===== src/rtl/sine_taylor_arbiter_if.sv =====
// -----------------------------------------------------------------------------
// sine_taylor_arbiter_if
//
// Purpose:
//   Bundles every non-clock/reset signal of the sine_taylor_arbiter: the
//   requester-side valid/ready streams, the shared sine_taylor core port and
//   the status outputs.
//
// Modports:
//   master : the arbiter's view (drives req_ready, res_*, core_* controls,
//            busy, grant_id).
//   slave  : the surrounding system's view (requesters plus the core).
//
// Signal summary:
//   enable          1 = new grants allowed
//   req_data        requester i sample at [i*G_DWIDTH +: G_DWIDTH]
//   req_valid       per-requester valid
//   req_ready       per-requester ready, one-hot or zero
//   res_data        result, broadcast to all requesters
//   res_err         1 = result produced by timeout recovery
//   res_valid       one-hot valid towards the owning requester
//   res_ready       per-requester ready
//   core_enable     core enable
//   core_reset      core reset, active-high
//   core_din        core sample input, with core_din_valid / core_din_ready
//   core_dout       core result, with core_dout_valid / core_dout_ready
//   busy            high whenever the arbiter is not arbitrating
//   grant_id        index of the current/last granted requester
// -----------------------------------------------------------------------------
interface sine_taylor_arbiter_if #(
    parameter int G_DWIDTH  = 16,
    parameter int G_NUM_REQ = 4
);
    localparam int ID_W = (G_NUM_REQ > 1) ? $clog2(G_NUM_REQ) : 1;

    logic                          enable;
    logic [G_NUM_REQ*G_DWIDTH-1:0] req_data;
    logic [G_NUM_REQ-1:0]          req_valid;
    logic [G_NUM_REQ-1:0]          req_ready;
    logic [G_DWIDTH-1:0]           res_data;
    logic                          res_err;
    logic [G_NUM_REQ-1:0]          res_valid;
    logic [G_NUM_REQ-1:0]          res_ready;
    logic                          core_enable;
    logic                          core_reset;
    logic [G_DWIDTH-1:0]           core_din;
    logic                          core_din_valid;
    logic                          core_din_ready;
    logic [G_DWIDTH-1:0]           core_dout;
    logic                          core_dout_valid;
    logic                          core_dout_ready;
    logic                          busy;
    logic [ID_W-1:0]               grant_id;

    modport master (
        input  enable,
        input  req_data,
        input  req_valid,
        output req_ready,
        output res_data,
        output res_err,
        output res_valid,
        input  res_ready,
        output core_enable,
        output core_reset,
        output core_din,
        output core_din_valid,
        input  core_din_ready,
        input  core_dout,
        input  core_dout_valid,
        output core_dout_ready,
        output busy,
        output grant_id
    );

    modport slave (
        output enable,
        output req_data,
        output req_valid,
        input  req_ready,
        input  res_data,
        input  res_err,
        input  res_valid,
        output res_ready,
        input  core_enable,
        input  core_reset,
        input  core_din,
        input  core_din_valid,
        output core_din_ready,
        output core_dout,
        output core_dout_valid,
        input  core_dout_ready,
        input  busy,
        input  grant_id
    );
endinterface


===== src/rtl/sine_taylor_arbiter.sv =====
// -----------------------------------------------------------------------------
// sine_taylor_arbiter
//
// Purpose:
//   Round-robin scheduler sharing one sine_taylor core between G_NUM_REQ
//   valid/ready requester streams. One job at a time runs through
//   ARB -> ISSUE -> WAIT -> DELIVER -> ARB. The result goes back only to the
//   requester that was granted. A watchdog recovers a hung core by pulsing
//   core_reset and returning an error-flagged zero result.
//
// Parameters:
//   G_DWIDTH   sample width (must match the core)
//   G_NUM_REQ  number of requesters (2..16)
//   G_TIMEOUT  max cycles spent in ISSUE or WAIT before recovery
//
// Ports:
//   clk      system clock
//   reset_n  synchronous, active-low reset
//   bus      sine_taylor_arbiter_if.master (requesters, core, status)
// -----------------------------------------------------------------------------
module sine_taylor_arbiter #(
    parameter int G_DWIDTH  = 16,
    parameter int G_NUM_REQ = 4,
    parameter int G_TIMEOUT = 1024
) (
    input  logic                  clk,
    input  logic                  reset_n,
    sine_taylor_arbiter_if.master bus
);
    localparam int ID_W = (G_NUM_REQ > 1) ? $clog2(G_NUM_REQ) : 1;
    localparam int WD_W = (G_TIMEOUT > 1) ? $clog2(G_TIMEOUT) : 1;

    typedef enum logic [1:0] {
        ST_ARB     = 2'd0,
        ST_ISSUE   = 2'd1,
        ST_WAIT    = 2'd2,
        ST_DELIVER = 2'd3
    } state_t;

    // -------------------------------------------------------------------------
    // Registered state and outputs
    // -------------------------------------------------------------------------
    state_t                state_q;
    logic [ID_W-1:0]       ptr_q;
    logic [ID_W-1:0]       grant_q;
    logic [G_DWIDTH-1:0]   core_din_q;
    logic                  core_din_valid_q;
    logic                  core_dout_ready_q;
    logic [G_DWIDTH-1:0]   res_data_q;
    logic                  res_err_q;
    logic [G_NUM_REQ-1:0]  res_valid_q;
    logic [WD_W-1:0]       wdog_q;
    logic                  core_reset_q;
    logic                  core_enable_q;

    // -------------------------------------------------------------------------
    // Combinational helpers
    // -------------------------------------------------------------------------
    logic                  win_found;
    logic [ID_W-1:0]       win_idx;
    logic [G_DWIDTH-1:0]   win_data;
    logic                  accept;
    logic                  wd_expired;
    logic [ID_W-1:0]       ptr_d;

    // One-hot vector with only bit 'idx' set.
    function automatic logic [G_NUM_REQ-1:0] onehot(input logic [ID_W-1:0] idx);
        logic [G_NUM_REQ-1:0] v;
        v = '0;
        v[idx] = 1'b1;
        return v;
    endfunction

    // Round-robin pick: first set bit of 'valid' searching ptr, ptr+1, ...
    // modulo G_NUM_REQ. Scanning from the farthest offset towards the nearest
    // lets the nearest hit overwrite the others. MSB of the result = found.
    function automatic logic [ID_W:0] rr_pick(
        input logic [G_NUM_REQ-1:0] valid,
        input logic [ID_W-1:0]      ptr
    );
        logic [ID_W:0]   res;
        logic [ID_W-1:0] idx;
        res = '0;
        for (int k = G_NUM_REQ - 1; k >= 0; k--) begin
            idx = ID_W'((int'(ptr) + k) % G_NUM_REQ);
            if (valid[idx]) begin
                res = {1'b1, idx};
            end
        end
        return res;
    endfunction

    always_comb begin
        logic [ID_W:0] pick;
        pick      = rr_pick(bus.req_valid, ptr_q);
        win_found = pick[ID_W];
        win_idx   = pick[ID_W-1:0];
    end

    // Sample of the winning requester.
    always_comb begin
        win_data = '0;
        for (int i = 0; i < G_NUM_REQ; i++) begin
            if (win_idx == ID_W'(i)) begin
                win_data = bus.req_data[i*G_DWIDTH +: G_DWIDTH];
            end
        end
    end

    // reset_n gates the handshake so req_ready reads zero while held in reset.
    assign accept     = reset_n && (state_q == ST_ARB) && bus.enable && win_found;
    assign wd_expired = (wdog_q == WD_W'(G_TIMEOUT - 1));
    // Pointer moves one past the requester just served, wrapping to 0.
    assign ptr_d      = (grant_q == ID_W'(G_NUM_REQ - 1)) ? '0 : grant_q + ID_W'(1);

    // -------------------------------------------------------------------------
    // Control FSM
    // -------------------------------------------------------------------------
    always_ff @(posedge clk) begin
        if (!reset_n) begin
            // Aborts any in-flight job and resets the core along with it.
            state_q           <= ST_ARB;
            ptr_q             <= '0;
            grant_q           <= '0;
            core_din_q        <= '0;
            core_din_valid_q  <= 1'b0;
            core_dout_ready_q <= 1'b0;
            res_data_q        <= '0;
            res_err_q         <= 1'b0;
            res_valid_q       <= '0;
            wdog_q            <= '0;
            core_reset_q      <= 1'b1;
            core_enable_q     <= 1'b0;
        end else begin
            // core_reset is a single-cycle pulse unless recovery re-asserts it.
            core_reset_q  <= 1'b0;
            core_enable_q <= 1'b1;

            case (state_q)
                ST_ARB: begin
                    if (accept) begin
                        core_din_q       <= win_data;
                        grant_q          <= win_idx;
                        core_din_valid_q <= 1'b1;
                        wdog_q           <= '0;
                        state_q          <= ST_ISSUE;
                    end
                end

                ST_ISSUE, ST_WAIT: begin
                    if ((state_q == ST_ISSUE) && core_din_valid_q && bus.core_din_ready) begin
                        core_din_valid_q  <= 1'b0;
                        core_dout_ready_q <= 1'b1;
                        wdog_q            <= '0;
                        state_q           <= ST_WAIT;
                    end else if ((state_q == ST_WAIT) && core_dout_ready_q && bus.core_dout_valid) begin
                        res_data_q        <= bus.core_dout;
                        res_err_q         <= 1'b0;
                        core_dout_ready_q <= 1'b0;
                        res_valid_q       <= onehot(grant_q);
                        state_q           <= ST_DELIVER;
                    end else if (wd_expired) begin
                        // Hung core: reset it and hand back an error-flagged zero.
                        core_reset_q      <= 1'b1;
                        core_din_valid_q  <= 1'b0;
                        core_dout_ready_q <= 1'b0;
                        res_data_q        <= '0;
                        res_err_q         <= 1'b1;
                        res_valid_q       <= onehot(grant_q);
                        state_q           <= ST_DELIVER;
                    end else begin
                        wdog_q <= wdog_q + WD_W'(1);
                    end
                end

                ST_DELIVER: begin
                    // Only the owner's res_ready can complete delivery.
                    if (res_valid_q[grant_q] && bus.res_ready[grant_q]) begin
                        res_valid_q <= '0;
                        ptr_q       <= ptr_d;
                        state_q     <= ST_ARB;
                    end
                end

                default: begin
                    state_q <= ST_ARB;
                end
            endcase
        end
    end

    // -------------------------------------------------------------------------
    // Outputs
    // -------------------------------------------------------------------------
    assign bus.req_ready       = accept ? onehot(win_idx) : '0;
    assign bus.res_data        = res_data_q;
    assign bus.res_err         = res_err_q;
    assign bus.res_valid       = res_valid_q;
    assign bus.core_enable     = core_enable_q;
    assign bus.core_reset      = core_reset_q;
    assign bus.core_din        = core_din_q;
    assign bus.core_din_valid  = core_din_valid_q;
    assign bus.core_dout_ready = core_dout_ready_q;
    assign bus.busy            = (state_q != ST_ARB);
    assign bus.grant_id        = grant_q;

endmodule

===== src/flat_wrapper.sv =====
// flat-port wrapper written by rule: the top's interface ports become plain ports
module sine_taylor_arbiter_flat 
#(
    parameter int G_DWIDTH  = 16,
    parameter int G_NUM_REQ = 4,
    parameter int G_TIMEOUT = 1024
)
  (clk, reset_n, bus_enable, bus_req_data, bus_req_valid, bus_req_ready, bus_res_data, bus_res_err, bus_res_valid, bus_res_ready, bus_core_enable, bus_core_reset, bus_core_din, bus_core_din_valid, bus_core_din_ready, bus_core_dout, bus_core_dout_valid, bus_core_dout_ready, bus_busy, bus_grant_id);
  sine_taylor_arbiter_if #(.G_DWIDTH(G_DWIDTH), .G_NUM_REQ(G_NUM_REQ)) bus_i ();
  input  logic clk;
  input  logic reset_n;
  input wire logic [$bits(bus_i.enable)-1:0] bus_enable;
  input wire logic [$bits(bus_i.req_data)-1:0] bus_req_data;
  input wire logic [$bits(bus_i.req_valid)-1:0] bus_req_valid;
  output wire logic [$bits(bus_i.req_ready)-1:0] bus_req_ready;
  output wire logic [$bits(bus_i.res_data)-1:0] bus_res_data;
  output wire logic [$bits(bus_i.res_err)-1:0] bus_res_err;
  output wire logic [$bits(bus_i.res_valid)-1:0] bus_res_valid;
  input wire logic [$bits(bus_i.res_ready)-1:0] bus_res_ready;
  output wire logic [$bits(bus_i.core_enable)-1:0] bus_core_enable;
  output wire logic [$bits(bus_i.core_reset)-1:0] bus_core_reset;
  output wire logic [$bits(bus_i.core_din)-1:0] bus_core_din;
  output wire logic [$bits(bus_i.core_din_valid)-1:0] bus_core_din_valid;
  input wire logic [$bits(bus_i.core_din_ready)-1:0] bus_core_din_ready;
  input wire logic [$bits(bus_i.core_dout)-1:0] bus_core_dout;
  input wire logic [$bits(bus_i.core_dout_valid)-1:0] bus_core_dout_valid;
  output wire logic [$bits(bus_i.core_dout_ready)-1:0] bus_core_dout_ready;
  output wire logic [$bits(bus_i.busy)-1:0] bus_busy;
  output wire logic [$bits(bus_i.grant_id)-1:0] bus_grant_id;
  assign bus_i.enable = bus_enable;
  assign bus_i.req_data = bus_req_data;
  assign bus_i.req_valid = bus_req_valid;
  assign bus_req_ready = bus_i.req_ready;
  assign bus_res_data = bus_i.res_data;
  assign bus_res_err = bus_i.res_err;
  assign bus_res_valid = bus_i.res_valid;
  assign bus_i.res_ready = bus_res_ready;
  assign bus_core_enable = bus_i.core_enable;
  assign bus_core_reset = bus_i.core_reset;
  assign bus_core_din = bus_i.core_din;
  assign bus_core_din_valid = bus_i.core_din_valid;
  assign bus_i.core_din_ready = bus_core_din_ready;
  assign bus_i.core_dout = bus_core_dout;
  assign bus_i.core_dout_valid = bus_core_dout_valid;
  assign bus_core_dout_ready = bus_i.core_dout_ready;
  assign bus_busy = bus_i.busy;
  assign bus_grant_id = bus_i.grant_id;
  sine_taylor_arbiter #(.G_DWIDTH(G_DWIDTH), .G_NUM_REQ(G_NUM_REQ), .G_TIMEOUT(G_TIMEOUT)) u_core (.clk(clk), .reset_n(reset_n), .bus(bus_i));
endmodule

===== config.mk =====
export PLATFORM = sky130hd
export DESIGN_NAME = sine_taylor_arbiter_flat
export DESIGN_NICKNAME = d
export VERILOG_FILES = /design/src/rtl/sine_taylor_arbiter_if.sv /design/src/rtl/sine_taylor_arbiter.sv /design/src/flat_wrapper.sv
export SDC_FILE = /design/constraint.sdc
export NUM_CORES = 1
export LEC_CHECK = 0
export CORE_MARGIN = 2
export CORE_UTILIZATION = 44
export CTS_BUF_LIST = sky130_fd_sc_hd__clkbuf_16
export DETAILED_ROUTE_END_ITERATION = 10
export GPL_ROUTABILITY_DRIVEN = 0
export PLACE_DENSITY = 0.82
export SYNTH_ARGS = -nofsm -noshare
export SYNTH_HDL_FRONTEND = slang
export SYNTH_SLANG_ARGS = --single-unit

===== constraint.sdc =====
create_clock -name clk -period 3.2 [get_ports clk]
set_input_delay 0.64 -clock clk [delete_from_list [all_inputs] [get_ports clk]]
set_output_delay 0.64 -clock clk [all_outputs]
set_load 0.05 [all_outputs]

Word-level counts from Yosys, hierarchy flattened
Cells that the tools add are included.

Add/sub/neg operators: 5. Magnitude comparators: 8. Equality and inequality tests: 16. Multiplexer cells: 58. Bitwise operators: 1. Reductions and logical operators: 26.

Operators by type and width (number): 2-to-1 mux 16 bit (6); 2-to-1 mux 10 bit (4); 2-to-1 mux 1 bit (21); 2-to-1 mux 4 bit (5); one-hot mux 10 bit (2 select lines) (1); < comparator 2 x 3 -> 1 bit (second input constant) (6); binary-select mux 1 bit (select 2 bit) (6); 2-to-1 mux 2 bit (6); 2-to-1 mux 3 bit (4); AND reduction 4 bit (3); adder 10 x 1 -> 10 bit (second input constant) (1); equality test 10 bit (second input constant) (1); equality test 2 bit (second input constant) (5); logical AND 1 bit (10); one-hot mux 4 bit (2 select lines) (1); nonzero test 2 bit (4); inequality test 3 x 1 -> 1 bit (second input constant) (2); one-hot mux 2 bit (3 select lines) (1); AND reduction 2 bit (3); AND reduction 3 bit (2); adder 2 x 1 -> 2 bit (second input constant) (2); adder 2 bit (second input constant) (2); demux 1 bit (select 2 bit) (2); equality test 2 x 1 -> 1 bit (second input constant) (2); 11 further kinds (14).

Bits in registers: 57. Bits of input ports: 93. Output and inout port bits: 48.

Longest topological paths before layout
Word-level depth: 12. Depth in mapped cells: 9.

Worst setup path after synthesis
OpenSTA, ideal clock, no wires.

Path kind: in2out. Start: input bus_req_valid[2]. End: output bus_req_ready[0]. Data arrival time: 2.479 ns. Setup slack: 0.081 ns. Cell stages on the path: 6. Path buffers: 2. Cells stage by stage: nor2b_1 -> a2111oi_0 -> or2_1 -> buf_2 -> buf_4 -> nor3_1.

Longest elaborated chain between the ends: 11. Elaborated cells between the ends (all ways): 19. Those cells by class: order compare: 2; mux: 15; reduce/logical: 2.

RTL lines: start: declaration (RTL line flat_wrapper.sv:14) `input wire logic [$bits(bus_i.req_valid)-1:0] bus_req_valid;`; binary-select mux 1 bit (select 2 bit) (RTL line sine_taylor_arbiter.sv:86) `if (valid[idx]) begin`; 2-to-1 mux 1 bit (not written as such) (RTL line sine_taylor_arbiter.sv:86); 2-to-1 mux 3 bit (3 in series) (RTL line sine_taylor_arbiter.sv:86); 2-to-1 mux 3 bit (*) (RTL line sine_taylor_arbiter.sv:86); < comparator 2 x 3 -> 1 bit (not written as such) or greater-or-equal comparator 2 x 1 -> 1 bit (tied branches) (RTL line sine_taylor_arbiter.sv:70) `v[idx] = 1'b1;`; logical AND 1 bit (not written as such) (RTL line sine_taylor_arbiter.sv:70); 2-to-1 mux 1 bit (not written as such) (RTL line sine_taylor_arbiter.sv:70); demux 1 bit (select 2 bit); 2-to-1 mux 4 bit (*) (RTL line sine_taylor_arbiter.sv:195) `assign bus.req_ready = accept ? onehot(win_idx) : '0;`; end: declaration (RTL line flat_wrapper.sv:15) `output wire logic [$bits(bus_i.req_ready)-1:0] bus_req_ready;`.

Every way passes the cells marked *; elsewhere a longest branch is shown, timed or not. The select of a mux whose other input is x is not followed.

Worst setup path after layout
Start: input bus_req_valid[3]. End: output bus_req_ready[1].

The elaborated chain is that of the path after synthesis.

==> flow_metrics.env <==
export IMPL_setup_violations_final=0
export IMPL_synth_cell_types=51
export IMPL_fmax_mhz=329
export IMPL_yosysSeqAreaShare=0.397
export IMPL_finalHoldViolations=0
export IMPL_nets=571
export IMPL_synth_most_common_cell="sky130_fd_sc_hd__dfxtp_1"
export IMPL_syn_instance_count=322
export IMPL_clock_sinks=57
export IMPL_insertion_delay_ns=0.32
export IMPL_globalRouteMet1Util=0.312
export IMPL_grt_util_all_layers=0.263
export IMPL_number_of_antenna_violations_at_the_first_check_in_global_routing=0
export IMPL_grt_setup_unrepaired="no"
export IMPL_core_area_um2=6350
export IMPL_aggregate_global_routing_overflow=0
export IMPL_outcome="complete, no violations"
export IMPL_groute_layer_met2_usage=0.465
export IMPL_ir_worst_vdd_mv=0.370
export IMPL_number_of_buffers_created_by_cts=9
export IMPL_drive_above_1_share=0.0826
export IMPL_grt_start_max_net_pins=28
export IMPL_finalSetupTns_ns=0
export IMPL_synthToLayoutAreaGrowth_pct=63.1
export IMPL_first_iter_violations=109
export IMPL_holdBufCountCts=0
export IMPL_seqPwrFrac=0.354
export IMPL_arrival_ns=2.40
export IMPL_worst_slew_pin_slew_ns=1.16
export IMPL_synth_top_area_frac=0.397
export IMPL_netlist_area_um2=2870
export IMPL_drt_first_pass_iters=5
export IMPL_net_switching_power_uw=692
export IMPL_seq_area_um2=1140
export IMPL_post_synth_most_frequent_cells="sky130_fd_sc_hd__dfxtp_1, sky130_fd_sc_hd__nand2_1, sky130_fd_sc_hd__nor2_1, sky130_fd_sc_hd__mux2i_1, sky130_fd_sc_hd__nand3_1"
export IMPL_power_frac_clock=0.365
export IMPL_fillerInstances=476
export IMPL_clock_path_buffers=2
export IMPL_vias_per_cell=5.69
export IMPL_fp_dieH_um=84.8
export IMPL_dominantRegCellSynth="sky130_fd_sc_hd__dfxtp_1"
export IMPL_antenna_cells=0
export IMPL_fin_skew_ns=0.00535
export IMPL_dominant_cells_by_area_after_synthesis="sky130_fd_sc_hd__dfxtp_1, sky130_fd_sc_hd__mux2i_1, sky130_fd_sc_hd__ha_1"
export IMPL_global_route_peak_usage_layer="met2"
export IMPL_clock_root_buffer="sky130_fd_sc_hd__clkbuf_16"
export IMPL_timing_final_crit_share=0.950
export IMPL_ctsHtreeMaxLevel=3
export IMPL_initial_core_util=0.452
export IMPL_switching_share=0.312
export IMPL_placed_area_um2=4430
export IMPL_internal_power_mw=1.53
export IMPL_finalPower_mw=2.22
export IMPL_post_detailed_route_count_of_antenna_violating_nets=0
export IMPL_cts_tree="yes"
export IMPL_multi_input_comb_area_um2=1630
export IMPL_dpl_hpwl_mm=7.07
export IMPL_final_min_clock_period_ns=3.04
export IMPL_hold_path_class="reg2reg"
export IMPL_synth_fp_nets=426
export IMPL_p_leak_nw=1.66
export IMPL_critPathRequiredTime_ns=2.56
export IMPL_cp_startpoint_kind="primary input"
export IMPL_routed_wirelength_mm=9.48
export IMPL_critical_path_peak_fanout=4
export IMPL_critical_path_class="in2out"
export IMPL_grt_pass1_wl_mm=15.0
export IMPL_avgRoutedWirePerCell_um=17.3
export IMPL_slew_headroom=0.222
export IMPL_synth_enable_flop_cells=0
export IMPL_maxCapViolCount=0
export IMPL_ys_ff_latch=57
export IMPL_clk_pin_slew_ns=0.05
export IMPL_vias=3125
export IMPL_rows=29
export IMPL_worstSetupEndpointType="output port"
export IMPL_grt_met3_usage=0.0659
export IMPL_final_design_area_no_fill_um2=4680
export IMPL_post_route_drc_count=0
export IMPL_async_reset_ff_frac=0
export IMPL_yosysWarnings=0
export IMPL_pwr_share_comb=0.281
export IMPL_yosysTopAreaCell="sky130_fd_sc_hd__dfxtp_1"
export IMPL_port_buffers=140
export IMPL_power_per_cell_area_nw_per_um2=473
export IMPL_synth_avg_cell_area_um2=8.92
export IMPL_die_width_um=84.8
export IMPL_via_count_of_the_first_global_routing_pass=3104
export IMPL_top_level_ports=141
export IMPL_floorplan_die_area_um2=7190
export IMPL_slew_viol_final=0
-- cells in the final DEF (no fill, tap or decap), types with 5 or more instances in the layout --
cell                                n
sky130_fd_sc_hd__nor2_1            27
sky130_fd_sc_hd__a21oi_1           11
sky130_fd_sc_hd__clkinv_1           6
sky130_fd_sc_hd__nor3_1             5
sky130_fd_sc_hd__nand4_1            5
sky130_fd_sc_hd__o221ai_1           6
sky130_fd_sc_hd__a32oi_1           10
sky130_fd_sc_hd__nand3_1           19
sky130_fd_sc_hd__a22oi_1           16
sky130_fd_sc_hd__ha_1              11
sky130_fd_sc_hd__o211ai_1          12
sky130_fd_sc_hd__dfxtp_1           57
sky130_fd_sc_hd__clkdlybuf4s50_1  136
sky130_fd_sc_hd__inv_1              9
sky130_fd_sc_hd__nand2_1           35
sky130_fd_sc_hd__clkbuf_16          9
sky130_fd_sc_hd__o22ai_1            5
sky130_fd_sc_hd__mux2i_1           22
sky130_fd_sc_hd__buf_4             11
-- cell families after synthesis --
family,after synthesis,synth area share
buffers and inverters,27,0.0375
adders and majority gates,11,0.0479
AOI/OAI and AO/OA,87,0.233
and+or+nand+nor,114,0.189
muxes,24,0.0884
DFF,57,0.397
xor gates and xnor gates,2,0.00610
-- worst max-delay path, cell delays in order --
cell and delay [ns]:
sky130_fd_sc_hd__clkdlybuf4s50_1 0.53, sky130_fd_sc_hd__and2b_1 0.20, sky130_fd_sc_hd__nor4b_1 0.36, sky130_fd_sc_hd__or2_1 0.21, sky130_fd_sc_hd__nand2_1 0.10, sky130_fd_sc_hd__nor2_1 0.18, sky130_fd_sc_hd__buf_12 0.17
-- cell type report --
| type | instances | area share |
|---|---|---|
| clock buffer | 9 | 0.0481 |
| clock inverter | 7 | 0.00588 |
| inverter | 10 | 0.00801 |
| multi-input combinational | 238 | 0.349 |
| sequential | 57 | 0.244 |
| tap | 77 | 0.0206 |
| timing repair buffer | 151 | 0.325 |
-- repair_timing --
item / 4_1_cts / 5_1_grt
buffers inserted: 0 / 0
endpoints found under the setup margin: 0 / 2
resized for setup: 0 / 1
endpoints found under the hold margin: 0 / 0
-- per-stage QoR --
stage / hold slack (ns) / cells / util / setup WS [ns]
final: 0.483 / 549 / 0.738 / 0.161
after detailed placement: 0.469 / 533 / 0.698 / 0.164
after global placement: 0.463 / 533 / 0.698 / 0.220
after floorplan: 0.452 / 322 / - / 0.0809
after global routing: 0.498 / 549 / 0.738 / 0.00975
after CTS: 0.482 / 549 / 0.738 / 0.163
-- power by group through the flow --
stage | logic (mW) | registers (mW) | clock network (mW)
after global placement | 0.605 | 0.796 | 0
after floorplan | 0.218 | 0.924 | 0
after detailed placement | 0.617 | 0.797 | 0
final | 0.622 | 0.786 | 0.810
after global routing | 0.657 | 0.789 | 0.854
after CTS | 0.620 | 0.785 | 0.824
-- metal layers --
metal  vias to the layer above  part of all wire
met3                        14             0.047
met5                         -                 0
li1                       1519                 -
met1                      1503              0.41
met2                        89              0.53
met4                         0             0.018
-- final timing paths --
path	to	slack, ns	startpoint	cells after the start
setup / recovery	bus_req_ready[1]	0.16	bus_req_valid[3]	7
hold / removal	u_core.bus.core_din[8]$_SDFFE_PN0P_	0.48	u_core.bus.core_din[8]$_SDFFE_PN0P_	2
setup reg to reg	u_core.bus.res_data[11]$_SDFFE_PN0P_	0.78	u_core.state_q[0]$_SDFFE_PN0P_	6
hold reg to reg	u_core.bus.core_din[8]$_SDFFE_PN0P_	0.48	u_core.bus.core_din[8]$_SDFFE_PN0P_	2
-- state kept, by name, summed over array words and instances, names as in the netlist --
register                    cells
u_core.ptr_q                    2
u_core.bus.core_reset           1
u_core.bus.grant_id             2
u_core.bus.res_data            16
u_core.bus.core_din_valid       1
u_core.bus.res_err              1
u_core.bus.core_din            16
u_core.state_q                  2
u_core.wdog_q                  10
u_core.bus.core_enable          1
u_core.bus.res_valid            4
u_core.bus.core_dout_ready      1
(Power assumes the default switching activity.)
